### src/rtl/meta_array_ctrl.sv
// Controller for a 128x30 metadata array: clearing sweep, single write port, two round-robin readers.
// Define META_CTRL_INIT_SWEEP_EN to run the clearing sweep automatically when reset is released.
module meta_array_ctrl #(
  parameter logic [29:0] INIT_DATA = 30'h0
) (
  input  logic        clock,
  input  logic        reset,
  input  logic        rd0_valid,
  input  logic [6:0]  rd0_addr,
  output logic        rd0_ready,
  input  logic        rd1_valid,
  input  logic [6:0]  rd1_addr,
  output logic        rd1_ready,
  input  logic        wr_valid,
  input  logic [6:0]  wr_addr,
  input  logic [29:0] wr_data,
  output logic        wr_ready,
  input  logic        flush_valid,
  output logic        flush_ready,
  output logic        sweep_done,
  output logic        rsp_valid,
  output logic        rsp_id,
  output logic [29:0] rsp_data,
  output logic [6:0]  mem_R0_addr,
  output logic        mem_R0_en,
  input  logic [29:0] mem_R0_data,
  output logic [6:0]  mem_W0_addr,
  output logic        mem_W0_en,
  output logic [29:0] mem_W0_data
);

  typedef enum logic {SWEEP = 1'b0, IDLE = 1'b1} state_e;

`ifdef META_CTRL_INIT_SWEEP_EN
  localparam state_e RESET_STATE = SWEEP;
`else
  localparam state_e RESET_STATE = IDLE;
`endif

  state_e     state_q, state_d;
  logic [6:0] sweepCnt_q, sweepCnt_d;
  logic       lastGrant_q, lastGrant_d;
  logic       rspValid_q, rspValid_d;
  logic       rspId_q, rspId_d;
  logic       grant0, grant1;

  always_ff @(posedge clock or posedge reset) begin
    if (reset) begin
      state_q     <= RESET_STATE;
      sweepCnt_q  <= 7'd0;
      lastGrant_q <= 1'b1;
      rspValid_q  <= 1'b0;
      rspId_q     <= 1'b0;
    end else begin
      state_q     <= state_d;
      sweepCnt_q  <= sweepCnt_d;
      lastGrant_q <= lastGrant_d;
      rspValid_q  <= rspValid_d;
      rspId_q     <= rspId_d;
    end
  end

  always_comb begin
    state_d     = state_q;
    sweepCnt_d  = sweepCnt_q;
    lastGrant_d = lastGrant_q;
    grant0      = 1'b0;
    grant1      = 1'b0;
    wr_ready    = 1'b0;
    flush_ready = 1'b0;
    sweep_done  = 1'b0;
    mem_R0_en   = 1'b0;
    mem_R0_addr = 7'd0;
    mem_W0_en   = 1'b0;
    mem_W0_addr = 7'd0;
    mem_W0_data = 30'd0;
    case (state_q)
      SWEEP: begin
        mem_W0_en   = 1'b1;
        mem_W0_addr = sweepCnt_q;
        mem_W0_data = INIT_DATA;
        if (sweepCnt_q == 7'd127) begin
          sweep_done = 1'b1;
          state_d    = IDLE;
          sweepCnt_d = 7'd0;
        end else begin
          sweepCnt_d = sweepCnt_q + 7'd1;
        end
      end
      IDLE: begin
        wr_ready    = 1'b1;
        flush_ready = 1'b1;
        // lastGrant_q==1 means rd1 won the previous grant, so rd0 wins a tie
        grant0 = rd0_valid && (!rd1_valid || lastGrant_q);
        grant1 = rd1_valid && (!rd0_valid || !lastGrant_q);
        if (grant0) begin
          mem_R0_en   = 1'b1;
          mem_R0_addr = rd0_addr;
          lastGrant_d = 1'b0;
        end else if (grant1) begin
          mem_R0_en   = 1'b1;
          mem_R0_addr = rd1_addr;
          lastGrant_d = 1'b1;
        end
        if (wr_valid) begin
          mem_W0_en   = 1'b1;
          mem_W0_addr = wr_addr;
          mem_W0_data = wr_data;
        end
        if (flush_valid) begin
          state_d    = SWEEP;
          sweepCnt_d = 7'd0;
        end
      end
      default: ;
    endcase
    rd0_ready  = grant0;
    rd1_ready  = grant1;
    rspValid_d = grant0 || grant1;
    rspId_d    = (grant0 || grant1) ? grant1 : rspId_q;
  end

  // Same-address write/read returns new data purely through the array's edge timing
  assign rsp_valid = rspValid_q;
  assign rsp_id    = rspId_q;
  assign rsp_data  = rspValid_q ? mem_R0_data : 30'd0;

endmodule
### config.mk
export PLATFORM = sky130hd
export DESIGN_NAME = meta_array_ctrl
export DESIGN_NICKNAME = d
export VERILOG_FILES = /design/src/rtl/meta_array_ctrl.sv
export SDC_FILE = /design/constraint.sdc
export NUM_CORES = 1
export LEC_CHECK = 0
export CAP_MARGIN = 10
export CORE_ASPECT_RATIO = 0.9
export CORE_MARGIN = 5
export CORE_UTILIZATION = 26
export DETAILED_ROUTE_END_ITERATION = 6
export GPL_ROUTABILITY_DRIVEN = 0
export GPL_TIMING_DRIVEN = 0
export HOLD_SLACK_MARGIN = 0.12
export PLACE_DENSITY = 0.88
export SYNTH_ARGS = -nofsm -noshare
export SYNTH_HDL_FRONTEND = slang
export SYNTH_SLANG_ARGS = --single-unit
### constraint.sdc
create_clock -name clock -period 2.3 [get_ports clock]
set_clock_uncertainty 0.05 [all_clocks]
set_input_delay 0.345 -clock clock [delete_from_list [all_inputs] [get_ports clock]]
set_output_delay 0.345 -clock clock [all_outputs]
set_load 0.02 [all_outputs]
==> results.json <==
{
  "route.detailed.drc": 0,
  "area_delta_synth_final_pct": 158.8,
  "reg2regPathDepth": 6,
  "via_count": 1816,
  "yosysTopAreaCell": "dfrtp_1",
  "cp_top_family": "flip-flops",
  "hold_ws_ns": 0.3637,
  "antenna_cells": 0,
  "num_rows": 23,
  "via_per_inst": 4.597,
  "ys_top_cells_by_area": "dfrtp_1 19%, and2_1 17%, and3_1 16%",
  "drv_slew": 0,
  "drive_above_1_share": 0.09009,
  "min_period_ns": 2.240,
  "synthArstFlopShare": 1.000,
  "grt_first_pass_wirelength_um": 9218,
  "dpl.hpwl_um": 4971,
  "path_cells": "and2_4 -> a21o_1 -> clkdlybuf4s50_1",
  "fin_util": 0.6826,
  "status": "completed",
  "reg2reg_to": "rsp_id",
  "insertion_delay_ns": 0.24,
  "drtAntennaViolNets": 0,
  "drtIter0Drc": 53,
  "cp_num_buf_inv": 1,
  "htree_levels": 1,
  "synth.avg_cell_area_um2": 7.491,
  "cellPowerDensity_nw_per_um2": 445.4,
  "totalPowerFinal_mw": 1.339,
  "setup_tns_ns": 0,
  "endpoint_kind": "output port",
  "synth_edf_count": 0,
  "wl_um": 6093,
  "hold_path.class": "input pin to asynchronous set/reset pin",
  "fp.dieW_um": 80.44,
  "hold_buffers": 0,
  "cp_max_fo": 10,
  "antenna_found_initial": 0,
  "grt_util_all_layers": 0.1950,
  "ys.flop_type": "dfrtp_1",
  "reg2reg_setup_slack_ns": 0.77,
  "core_um2": 4403,
  "power_leakage_nw": 1.452,
  "cts.sinks": 11,
  "cp_slowest_cell": "dfstp_2",
  "die_area_um2": 5904,
  "yosys-top-cells-count": "31 x and2_1, 30 x and3_1, 13 x nand2_1",
  "cts_root_buf": "clkbuf_8",
  "clk_pin_slew_worst_paths_ns": 0.05,
  "yosysSeqAreaShare": 0.2392,
  "initial_core_util": 0.2637,
  "ys_seq_elements": 11,
  "worstSetupPathType": "flop to output port",
  "max_freq_ghz": 0.4464,
  "clockBufferDepth": 2,
  "postSynthCellCount": 155,
  "grt_max_degree": 12,
  "post_drt_wl_per_cell_um": 15.43,
  "die_h_um": 73.40,
  "yosysMostFrequentCell": "and2_1",
  "setup.worst_path.end": "mem_W0_addr[5]",
  "slew_headroom": 0.7029,
  "slowest_delay_ns": 0.65,
  "worst-path-stages": 3,
  "dpl_worst_slack_ns": -0.2489,
  "cts_tree": "done",
  "max-vdd-ir-drop_uv": 587.4,
  "portBuffers": 169,
  "worst_pin_slew_ns": 0.4451,
  "syn-num-nets": 243,
  "timing.critical_path.from": "state_q",
  "cp-start-kind": "flop",
  "grt_pass1_vias": 1739,
  "hold_viol_final": 0,
  "cp.arrival_ns": 1.85,
  "setup_slack_ns": 0.05980,
  "cts_buffers": 3,
  "yosysWarningCount": 0,
  "synth_top_area_share": 0.1940,
  "setup_viol": 0,
  "r2r-start": "state_q",
  "synth.distinct_cells": 38,
  "dr.pass1.iters": 4,
  "ios": 170,
  "maxCapViolCount": 0,
  "fin_nets": 422,
  "synth_area_um2": 1161,
  "worstPathRequired_ns": 1.90,
  "grt-ovfl-total": 0,
  "fin_crit_sh": 0.9740
}
## stage by stage
step,cells,area (µm²)
global placement,386,2930
global route,395,3005
floorplan,155,1161
CTS,395,2997
detailed placement,386,2930
finish,395,3005
## power breakdown
group          leakage, nW  internal [mW]  switching (mW)
combinational         1.30          0.408           0.380
clock               0.0228          0.122          0.0753
sequential           0.127          0.267          0.0867
total                 1.45          0.797           0.542
## cell families (layout without fill, tap and decap cells)
family / count (synthesis) / count (layout) / share of synthesized area
adders and majority gates: 1 / 1 / 0.01077
AOI/OAI and AO/OA: 30 / 31 / 0.1951
DFF: 11 / 11 / 0.2392
and+or+nand+nor: 91 / 91 / 0.4623
buffers and inverters: 21 / 198 / 0.08512
xor gates and xnor gates: 1 / 1 / 0.007544
## registers in the layout, summed over array words and instances (netlist names)
name	flops
rsp_id	1
state_q	1
rsp_valid	1
sweepCnt_q	7
lastGrant_q	1
## worst register-to-register path: cells and delay by family (launching register included)
family / cells / cell delay (ns)
flip-flops: 1 / 0.65
buffers and inverters: 3 / 0.36
AO/OA/AOI/OAI: 2 / 0.23
AND/OR/NAND/NOR: 1 / 0.13
## layer usage
layer / up-vias / wire length, µm / global-route usage
met2: 75 / 3383 / 0.3787
met3: 6 / 372 / 0.02451
met4: 0 / 39 / 0.03002
li1: 903 / - / -
met5: - / 0 / 0
met1: 832 / 2298 / 0.2312
## cells in the final DEF (no fill, tap or decap), types with 2 or more instances in the layout
cell and count:
dlygate4sd2_1 35, nand2_1 12, clkdlybuf4s15_1 8, dfstp_2 2, a21oi_4 2, o22ai_1 3
inv_1 5, nor2_1 3, clkbuf_1 7, buf_4 8, nand3_1 4, clkdlybuf4s50_1 121
and3_1 30, dfrtp_1 9, nor2b_1 2, clkdlybuf4s15_2 4, clkbuf_2 3, and2_1 30
nand2b_1 2, a22o_1 9, o21ai_0 6, clkbuf_8 3
## layout make-up
| cell class | count | area (µm²) |
|---|---|---|
| Multi-Input combinational cell | 124 | 813.3 |
| Fill cell | 373 | 1398 |
| Buffer | 13 | 68.82 |
| Clock buffer | 4 | 45.04 |
| Timing Repair Buffer | 175 | 1700 |
| Sequential cell | 11 | 277.8 |
| Inverter | 6 | 22.52 |
| Tap cell | 62 | 77.57 |
## repair_timing
| action | in CTS | in global routing |
|---|---|---|
| pin swaps | 0 | 0 |
| gates resized for setup | 67 | 3 |
| cloned | 1 | 0 |
| setup endpoints to repair | 48 | 38 |
| setup buffers | 5 | 1 |
## worst min path at each step
| stage | startpoint | end | cells past startpoint |
|---|---|---|---|
| 2_1_floorplan | reset | rsp_id | 1 |
| 3_3_place_gp | lastGrant_q | lastGrant_q | 2 |
| 3_5_place_dp | lastGrant_q | lastGrant_q | 2 |
| 4_1_cts | reset | sweepCnt_q[3] | 2 |
| 5_1_grt | reset | sweepCnt_q[5] | 2 |
| 6_report | reset | rsp_id | 2 |
(Power assumes the default switching activity.)
